===== config.mk =====
export PLATFORM = sky130hd
export DESIGN_NAME = alu_ctrl_fsm
export DESIGN_NICKNAME = d
export VERILOG_FILES = /design/src/rtl/alu_ctrl_fsm_pkg.sv /design/src/rtl/alu_ctrl_decode.sv /design/src/rtl/alu_ctrl_fsm.sv
export SDC_FILE = /design/constraint.sdc
export NUM_CORES = 1
export LEC_CHECK = 0
export CORE_ASPECT_RATIO = 1.5
export CORE_MARGIN = 5
export CORE_UTILIZATION = 46
export DETAILED_ROUTE_END_ITERATION = 6
export GPL_ROUTABILITY_DRIVEN = 0
export GPL_TIMING_DRIVEN = 0
export PLACE_DENSITY = 0.95
export SLEW_MARGIN = 20
export SYNTH_ARGS = -nofsm -noshare
export SYNTH_HDL_FRONTEND = slang
export SYNTH_SLANG_ARGS = --single-unit

===== constraint.sdc =====
create_clock -name clk -period 3.3 [get_ports clk]
set_input_delay 0.33 -clock clk [delete_from_list [all_inputs] [get_ports clk]]
set_output_delay 0.33 -clock clk [all_outputs]
set_load 0.005 [all_outputs]

===== src/rtl/alu_ctrl_fsm_pkg.sv =====
// Shared encodings for the multi-cycle ALU control unit: ALU operation
// codes, opcode/funct values, FSM states, PC source codes, decode classes.
package alu_ctrl_fsm_pkg;

  // ALU operation select (10-15 are never driven)
  localparam logic [3:0] ALU_ADD = 4'd0;
  localparam logic [3:0] ALU_SUB = 4'd1;
  localparam logic [3:0] ALU_AND = 4'd2;
  localparam logic [3:0] ALU_OR  = 4'd3;
  localparam logic [3:0] ALU_XOR = 4'd4;
  localparam logic [3:0] ALU_NOR = 4'd5;
  localparam logic [3:0] ALU_SLT = 4'd6;
  localparam logic [3:0] ALU_SLL = 4'd7;
  localparam logic [3:0] ALU_SRL = 4'd8;
  localparam logic [3:0] ALU_LUI = 4'd9;

  // Primary opcodes IR[31:26]
  localparam logic [5:0] OP_RTYPE = 6'h00;
  localparam logic [5:0] OP_J     = 6'h02;
  localparam logic [5:0] OP_BEQ   = 6'h04;
  localparam logic [5:0] OP_ADDI  = 6'h08;
  localparam logic [5:0] OP_ANDI  = 6'h0C;
  localparam logic [5:0] OP_ORI   = 6'h0D;
  localparam logic [5:0] OP_LUI   = 6'h0F;
  localparam logic [5:0] OP_LW    = 6'h23;
  localparam logic [5:0] OP_SW    = 6'h2B;

  // R-type funct IR[5:0]
  localparam logic [5:0] FN_SLL = 6'h00;
  localparam logic [5:0] FN_SRL = 6'h02;
  localparam logic [5:0] FN_ADD = 6'h20;
  localparam logic [5:0] FN_SUB = 6'h22;
  localparam logic [5:0] FN_AND = 6'h24;
  localparam logic [5:0] FN_OR  = 6'h25;
  localparam logic [5:0] FN_XOR = 6'h26;
  localparam logic [5:0] FN_NOR = 6'h27;
  localparam logic [5:0] FN_SLT = 6'h2A;

  // PC source select
  localparam logic [1:0] PC_SEQ    = 2'b00;
  localparam logic [1:0] PC_BRANCH = 2'b01;
  localparam logic [1:0] PC_JUMP   = 2'b10;
  localparam logic [1:0] PC_EXC    = 2'b11;

  typedef enum logic [2:0] {
    ST_IF  = 3'd0,
    ST_ID  = 3'd1,
    ST_EX  = 3'd2,
    ST_MEM = 3'd3,
    ST_WB  = 3'd4,
    ST_EXC = 3'd5
  } state_t;

  // Instruction class steers the FSM after EX
  typedef enum logic [2:0] {
    CL_ALU = 3'd0,
    CL_LW  = 3'd1,
    CL_SW  = 3'd2,
    CL_BEQ = 3'd3,
    CL_J   = 3'd4
  } iclass_t;

  // Pending exception cause, consumed in EXC
  typedef enum logic [1:0] {
    EXC_NONE = 2'd0,
    EXC_OVF  = 2'd1,
    EXC_ILL  = 2'd2,
    EXC_BUS  = 2'd3
  } exc_t;

endpackage


===== src/rtl/alu_ctrl_decode.sv =====
// Combinational instruction decode: opcode/funct -> ALU select, operand B
// source, destination select, instruction class, overflow-trap and illegal.
module alu_ctrl_decode
  import alu_ctrl_fsm_pkg::*;
(
  input  logic [5:0] op,
  input  logic [5:0] funct,
  output logic [3:0] sel_alu,
  output logic       alu_src_imm,
  output logic       wr_rd,
  output logic       trap_ovf,
  output logic [2:0] iclass,
  output logic       illegal
);

  // Decode table; anything not listed is illegal
  always_comb begin
    sel_alu     = ALU_ADD;
    alu_src_imm = 1'b0;
    wr_rd       = 1'b0;
    trap_ovf    = 1'b0;
    iclass      = CL_ALU;
    illegal     = 1'b0;
    case (op)
      OP_RTYPE: begin
        wr_rd = 1'b1;
        case (funct)
          FN_ADD: begin sel_alu = ALU_ADD; trap_ovf = 1'b1; end
          FN_SUB: begin sel_alu = ALU_SUB; trap_ovf = 1'b1; end
          FN_AND: sel_alu = ALU_AND;
          FN_OR:  sel_alu = ALU_OR;
          FN_XOR: sel_alu = ALU_XOR;
          FN_NOR: sel_alu = ALU_NOR;
          FN_SLT: sel_alu = ALU_SLT;
          FN_SLL: sel_alu = ALU_SLL;
          FN_SRL: sel_alu = ALU_SRL;
          default: illegal = 1'b1;
        endcase
      end
      OP_ADDI: begin sel_alu = ALU_ADD; alu_src_imm = 1'b1; trap_ovf = 1'b1; end
      OP_ANDI: begin sel_alu = ALU_AND; alu_src_imm = 1'b1; end
      OP_ORI:  begin sel_alu = ALU_OR;  alu_src_imm = 1'b1; end
      OP_LUI:  begin sel_alu = ALU_LUI; alu_src_imm = 1'b1; end
      OP_LW:   begin sel_alu = ALU_ADD; alu_src_imm = 1'b1; iclass = CL_LW; end
      OP_SW:   begin sel_alu = ALU_ADD; alu_src_imm = 1'b1; iclass = CL_SW; end
      OP_BEQ:  begin sel_alu = ALU_SUB; iclass = CL_BEQ; end
      OP_J:    iclass = CL_J;
      default: illegal = 1'b1;
    endcase
  end

endmodule


===== src/rtl/alu_ctrl_fsm.sv =====
// Multi-cycle control unit: IF -> ID -> EX -> {MEM} -> {WB} -> IF, with an
// EXC state for overflow, illegal-instruction and memory-watchdog traps.
// Holds the FSM, instruction register, watchdog and optional retire counter.
// Optional feature macro: ALU_CTRL_STATS_EN (retired-instruction counter).
// TIMEOUT must be less than 2**TIMEOUT_W.
module alu_ctrl_fsm
  import alu_ctrl_fsm_pkg::*;
#(
  parameter int TIMEOUT_W = 8,
  parameter int TIMEOUT   = 200
) (
  input  logic        clk,
  input  logic        rst_n,
  input  logic [31:0] instr,
  input  logic        instr_valid,
  input  logic        dmem_ready,
  input  logic        flag_beq,
  input  logic        flag_add_overflow,
  output logic        imem_req,
  output logic [3:0]  sel_alu,
  output logic [15:0] imm16,
  output logic        alu_src_imm,
  output logic [4:0]  rs_addr,
  output logic [4:0]  rt_addr,
  output logic [4:0]  wr_addr,
  output logic        reg_we,
  output logic        mem_to_reg,
  output logic        dmem_re,
  output logic        dmem_we,
  output logic        pc_we,
  output logic [1:0]  pc_src,
  output logic [25:0] jump_target,
  output logic        exc_overflow,
  output logic        exc_illegal,
  output logic        exc_bus,
  output logic [31:0] retired_cnt
);

  state_t               state, state_nx;
  exc_t                 exc_q, exc_nx;
  logic [31:0]          ir;
  logic                 ir_ld;
  logic [TIMEOUT_W-1:0] wd, wd_nx;
  logic                 wd_hit;
  // Low for the first cycle after reset release so no output (notably
  // imem_req) is asserted while still coming out of reset.
  logic                 run_q;

  logic [3:0] dec_sel;
  logic       dec_src, dec_wr_rd, dec_trap, dec_ill;
  logic [2:0] dec_cls;
  iclass_t    cls;

  alu_ctrl_decode u_dec (
    .op          (ir[31:26]),
    .funct       (ir[5:0]),
    .sel_alu     (dec_sel),
    .alu_src_imm (dec_src),
    .wr_rd       (dec_wr_rd),
    .trap_ovf    (dec_trap),
    .iclass      (dec_cls),
    .illegal     (dec_ill)
  );

  assign cls         = iclass_t'(dec_cls);
  assign imm16       = ir[15:0];
  assign rs_addr     = ir[25:21];
  assign rt_addr     = ir[20:16];
  assign jump_target = ir[25:0];
  assign wr_addr     = dec_wr_rd ? ir[15:11] : ir[20:16];
  assign wd_hit      = (wd == TIMEOUT_W'(TIMEOUT - 1));

  // State, IR, watchdog and pending exception cause
  always_ff @(posedge clk or negedge rst_n) begin
    if (!rst_n) begin
      state <= ST_IF;
      exc_q <= EXC_NONE;
      ir    <= '0;
      wd    <= '0;
      run_q <= 1'b0;
    end else begin
      state <= state_nx;
      exc_q <= exc_nx;
      wd    <= wd_nx;
      run_q <= 1'b1;
      if (ir_ld) ir <= instr;
    end
  end

  // Next state and control outputs from registered state + IR
  always_comb begin
    state_nx     = state;
    exc_nx       = exc_q;
    wd_nx        = wd;
    ir_ld        = 1'b0;
    imem_req     = 1'b0;
    sel_alu      = ALU_ADD;
    alu_src_imm  = 1'b0;
    reg_we       = 1'b0;
    mem_to_reg   = 1'b0;
    dmem_re      = 1'b0;
    dmem_we      = 1'b0;
    pc_we        = 1'b0;
    pc_src       = PC_SEQ;
    exc_overflow = 1'b0;
    exc_illegal  = 1'b0;
    exc_bus      = 1'b0;
    case (state)
      ST_IF: begin
        if (run_q) begin
          imem_req = 1'b1;
          if (instr_valid) begin
            ir_ld    = 1'b1;
            pc_we    = 1'b1;
            pc_src   = PC_SEQ;
            state_nx = ST_ID;
          end else if (wd_hit) begin
            state_nx = ST_EXC;
            exc_nx   = EXC_BUS;
          end else begin
            wd_nx = wd + TIMEOUT_W'(1);
          end
        end
      end
      ST_ID: begin
        if (dec_ill) begin
          state_nx = ST_EXC;
          exc_nx   = EXC_ILL;
        end else if (cls == CL_J) begin
          pc_we    = 1'b1;
          pc_src   = PC_JUMP;
          state_nx = ST_IF;
        end else begin
          state_nx = ST_EX;
        end
      end
      ST_EX: begin
        sel_alu     = dec_sel;
        alu_src_imm = dec_src;
        case (cls)
          CL_BEQ: begin
            if (flag_beq) begin
              pc_we  = 1'b1;
              pc_src = PC_BRANCH;
            end
            state_nx = ST_IF;
          end
          CL_LW, CL_SW: state_nx = ST_MEM;
          default: begin
            if (dec_trap && flag_add_overflow) begin
              state_nx = ST_EXC;
              exc_nx   = EXC_OVF;
            end else begin
              state_nx = ST_WB;
            end
          end
        endcase
      end
      ST_MEM: begin
        dmem_re = (cls == CL_LW);
        dmem_we = (cls == CL_SW);
        if (dmem_ready) begin
          state_nx = (cls == CL_LW) ? ST_WB : ST_IF;
        end else if (wd_hit) begin
          state_nx = ST_EXC;
          exc_nx   = EXC_BUS;
        end else begin
          wd_nx = wd + TIMEOUT_W'(1);
        end
      end
      ST_WB: begin
        reg_we     = 1'b1;
        mem_to_reg = (cls == CL_LW);
        state_nx   = ST_IF;
      end
      ST_EXC: begin
        exc_overflow = (exc_q == EXC_OVF);
        exc_illegal  = (exc_q == EXC_ILL);
        exc_bus      = (exc_q == EXC_BUS);
        pc_we        = 1'b1;
        pc_src       = PC_EXC;
        exc_nx       = EXC_NONE;
        state_nx     = ST_IF;
      end
      default: state_nx = ST_IF;
    endcase
    // Any state change restarts the watchdog
    if (state_nx != state) wd_nx = '0;
  end

`ifdef ALU_CTRL_STATS_EN
  logic        retire;
  logic [31:0] ret_q;

  // One completion per instruction; trapped instructions never get here
  assign retire = (state == ST_WB) ||
                  (state == ST_MEM && cls == CL_SW && dmem_ready) ||
                  (state == ST_EX  && cls == CL_BEQ) ||
                  (state == ST_ID  && cls == CL_J && !dec_ill);

  // Wrapping retired-instruction counter
  always_ff @(posedge clk or negedge rst_n) begin
    if (!rst_n)      ret_q <= '0;
    else if (retire) ret_q <= ret_q + 32'd1;
  end

  assign retired_cnt = ret_q;
`else
  assign retired_cnt = 32'd0;
`endif

endmodule


==> metrics.txt, run 1 <==
Final Max Slew Viols 0; yosys warns 0; Final setup viols 0; ant diodes 0; Final min period 3.11 ns; Max H-tree Level 2; R2R cell count 7; sw frac 34.6%; overall power 3.84 mW; CP Cell Sequence clkbuf_1 > nor4_4 > buf_4 > nand3_1 > o211ai_2 > nor2_1 > or3b_1 > clkdlybuf4s50_1; worst-skew pair later-pin latency 0.30 ns; WP data arrival 2.78 ns; core footprint 6850 sq um; dpl cell area 4560 sq um; Seq/Total Area, Yosys 35.6%; type of the most critical hold path in2async; number of synthesized flops with an enable pin 0; Clock Skews 0.0114 ns; Async SR Flop Fraction 100%; Slowest cell on crit path clkdlybuf4s50_1; CP Max Fanout 10; Initial Util 47.2%; most common cell after layout, fill and taps aside clkdlybuf4s50_1; DR WL/cell 14.6 um; Top Ports 143; layout cells sized above 1 32.8%; placed insts 550; vias 2702; cells after synthesis 330; Tcrit/Tclk final 94.1%; final hold slack 0.515 ns; Yosys cell types 52; # clock sinks 46; First-pass DRT Iterations 4; commonest cells after routing, fill and taps aside clkdlybuf4s50_1 (109), buf_4 (86), dfrtp_1 (46), mux2_2 (37), conb_1 (33); CP Launch Type flip-flop; R2R Setup Slk 1.13 ns; DR vias/cell 4.83; Worst EP required 2.97 ns; chip height 113 um; Max Cap Viol 0; Final Hold Viols 0; routed wire length 8160 um; Pleak 2.09 nW; mapped cell area 3230 sq um; antenna viol nets, final 0; global route total overflow 0; Die Wd 78.5 um; sequential fraction of design power 27.5%; top_reg_cell synth dfrtp_1; status completed; maximum VDD drop 526 uV; Fmax achieved 322 MHz; Avg Inst Size Synth 9.80 sq um; crit path kind reg2out; global-route wire length before repair 13200 um; largest net degree at the start of global routing 30; Crit Reg-Reg Startpoint wd[0]; Filler Cells Inserted 533; vias in the first global route 2872; Sequential Area 1150 sq um; Area Growth Syn to Fin 44.8%; Power Density 821 nW/um^2; Max clock buf depth 2; Clk pwr share 9.0%; number of DRC markers in iteration 0 127; Slew HR 59.4%; Max stage delay on crit path 0.46 ns; hpwl dp 6680 um; clock slew at reported path FFs 0.09 ns; Die ar. 8840 sq um; Final Cell Area 4680 sq um; nets@finish 520; post-layout utilization of the core 68.4%; flop and latch count out of synthesis 46; R2R Path End exc_q[1]; Worst Tran Pin Value 0.603 ns; multi-input logic area 1460 sq um; cell row count 37; crit end category output pin; CTS tree done; DRC 0; clock root cell clkbuf_8; Comb pwr share 63.5%; All-Layer GR Usage 18.5%; initial antenna violation count 0; Switching Power 1.33 mW; Finished Layout Cells 560; Num CTS Buffers 5; Pint 2.51 mW; Port Buffers 110
sequential cells by signal (all words and copies together), names as in the netlist:
| signal | flops |
|---|---|
| wd | 8 |
| exc_q | 2 |
| ir | 32 |
| state | 3 |
| run_q | 1 |
area by class of cell:
type | instances | share of cell area [%]
buffer | 96 | 15.5
clock buffer | 5 | 1.47
timing repair buffer | 113 | 24.2
tap | 78 | 2.08
multi-input combinational | 212 | 31.1
clock inverter | 3 | 0.454
inverter | 7 | 0.561
sequential | 46 | 24.6
worst max-delay path by stage:
stage                     cells after the start         end   start
after detailed placement                      7  sel_alu[0]  ir[29]
after global placement                        7  sel_alu[0]  ir[29]
after floorplan                               6       pc_we  ir[29]
final                                         8       pc_we  ir[29]
after global routing                          7  sel_alu[0]  ir[29]
after CTS                                     7  sel_alu[0]  ir[29]
power groups by stage:
stage	Combinational, mW	Sequential [mW]	Clock [mW]
after CTS	2.44	1.05	0.360
final	2.44	1.06	0.347
after global placement	2.34	1.04	0
after floorplan	1.41	0.987	0
after global routing	2.63	1.10	0.380
after detailed placement	2.43	1.06	0
worst max-delay path, delay by kind of cell (launching register included):
| kind | cells | cell delay [ns] |
|---|---|---|
| AOI/OAI and AO/OA | 1 | 0.24 |
| buffers and inverters | 3 | 0.91 |
| and+or+nand+nor | 4 | 0.93 |
| DFF | 1 | 0.40 |
metrics by stage:
step / setup TNS (ns) / setup WS [ns]
2_1_floorplan: 0 / 1.31
3_3_place_gp: 0 / 0.416
3_5_place_dp: 0 / 0.338
4_1_cts: 0 / 0.00526
5_1_grt: -0.00144 / -0.00144
6_report: 0 / 0.194
layer usage:
layer / GRT usage, % / wire (um) / share of wire [%] / vias up
li1: - / - / - / 1321
met1: 18.1 / 2770 / 34 / 1256
met2: 36.8 / 4640 / 57 / 111
met4: 5.48 / 119 / 1.5 / 0
met5: 0 / 0 / 0 / -
met3: 4.86 / 628 / 7.7 / 14
repair_timing:
| item | in CTS | in global routing |
|---|---|---|
| hold buffers | 1 | 0 |
| endpoints found under the setup margin | 0 | 2 |
| setup buffers | 0 | 1 |
| hold endpoints to repair | 17 | 0 |
| gates resized for setup | 0 | 2 |
Yosys cell counts (4+ instances only):
library cell  number  area share [%]
nand2_1           23             2.7
a21oi_1            8             1.2
o21ai_0            7             1.1
nand3_1            8             1.2
nand3b_1           4            0.93
buf_2              4            0.62
inv_1              6            0.70
nor2_1            22             2.6
o22ai_1            4            0.77
nor3_1             6            0.93
nand4_1            5            0.97
xor2_1             4             1.1
dfrtp_1           46              36
buf_4             85              20
mux2_2            37              13
kinds of logic after synthesis:
logic type               count (synthesis)  synth area share (%)
buffers and inverters                  103                  23.3
AO/OA/AOI/OAI                           36                  8.36
adder cells (fa/ha/maj)                  1                 0.387
multiplexers                            42                  14.5
flip-flops                              46                  35.6
other                                    2                 0.232
XOR/XNOR                                 7                  1.90
AND/OR/NAND/NOR                         93                  15.7
(Power assumes the default switching activity.)
==> run 2: changes to the inputs <==
--- a/config.mk
+++ b/config.mk
@@ -5,14 +5,17 @@
 export SDC_FILE = /design/constraint.sdc
 export NUM_CORES = 1
 export LEC_CHECK = 0
+export CAP_MARGIN = 5
 export CORE_ASPECT_RATIO = 1.5
 export CORE_MARGIN = 5
 export CORE_UTILIZATION = 46
 export DETAILED_ROUTE_END_ITERATION = 6
 export GPL_ROUTABILITY_DRIVEN = 0
 export GPL_TIMING_DRIVEN = 0
+export HOLD_SLACK_MARGIN = 0.06
 export PLACE_DENSITY = 0.95
 export SLEW_MARGIN = 20
 export SYNTH_ARGS = -nofsm -noshare
 export SYNTH_HDL_FRONTEND = slang
 export SYNTH_SLANG_ARGS = --single-unit
+export TNS_END_PERCENT = 1
==> results of run 2 <==
No change in the layout: final DEF, timing and power equal those of run 1.
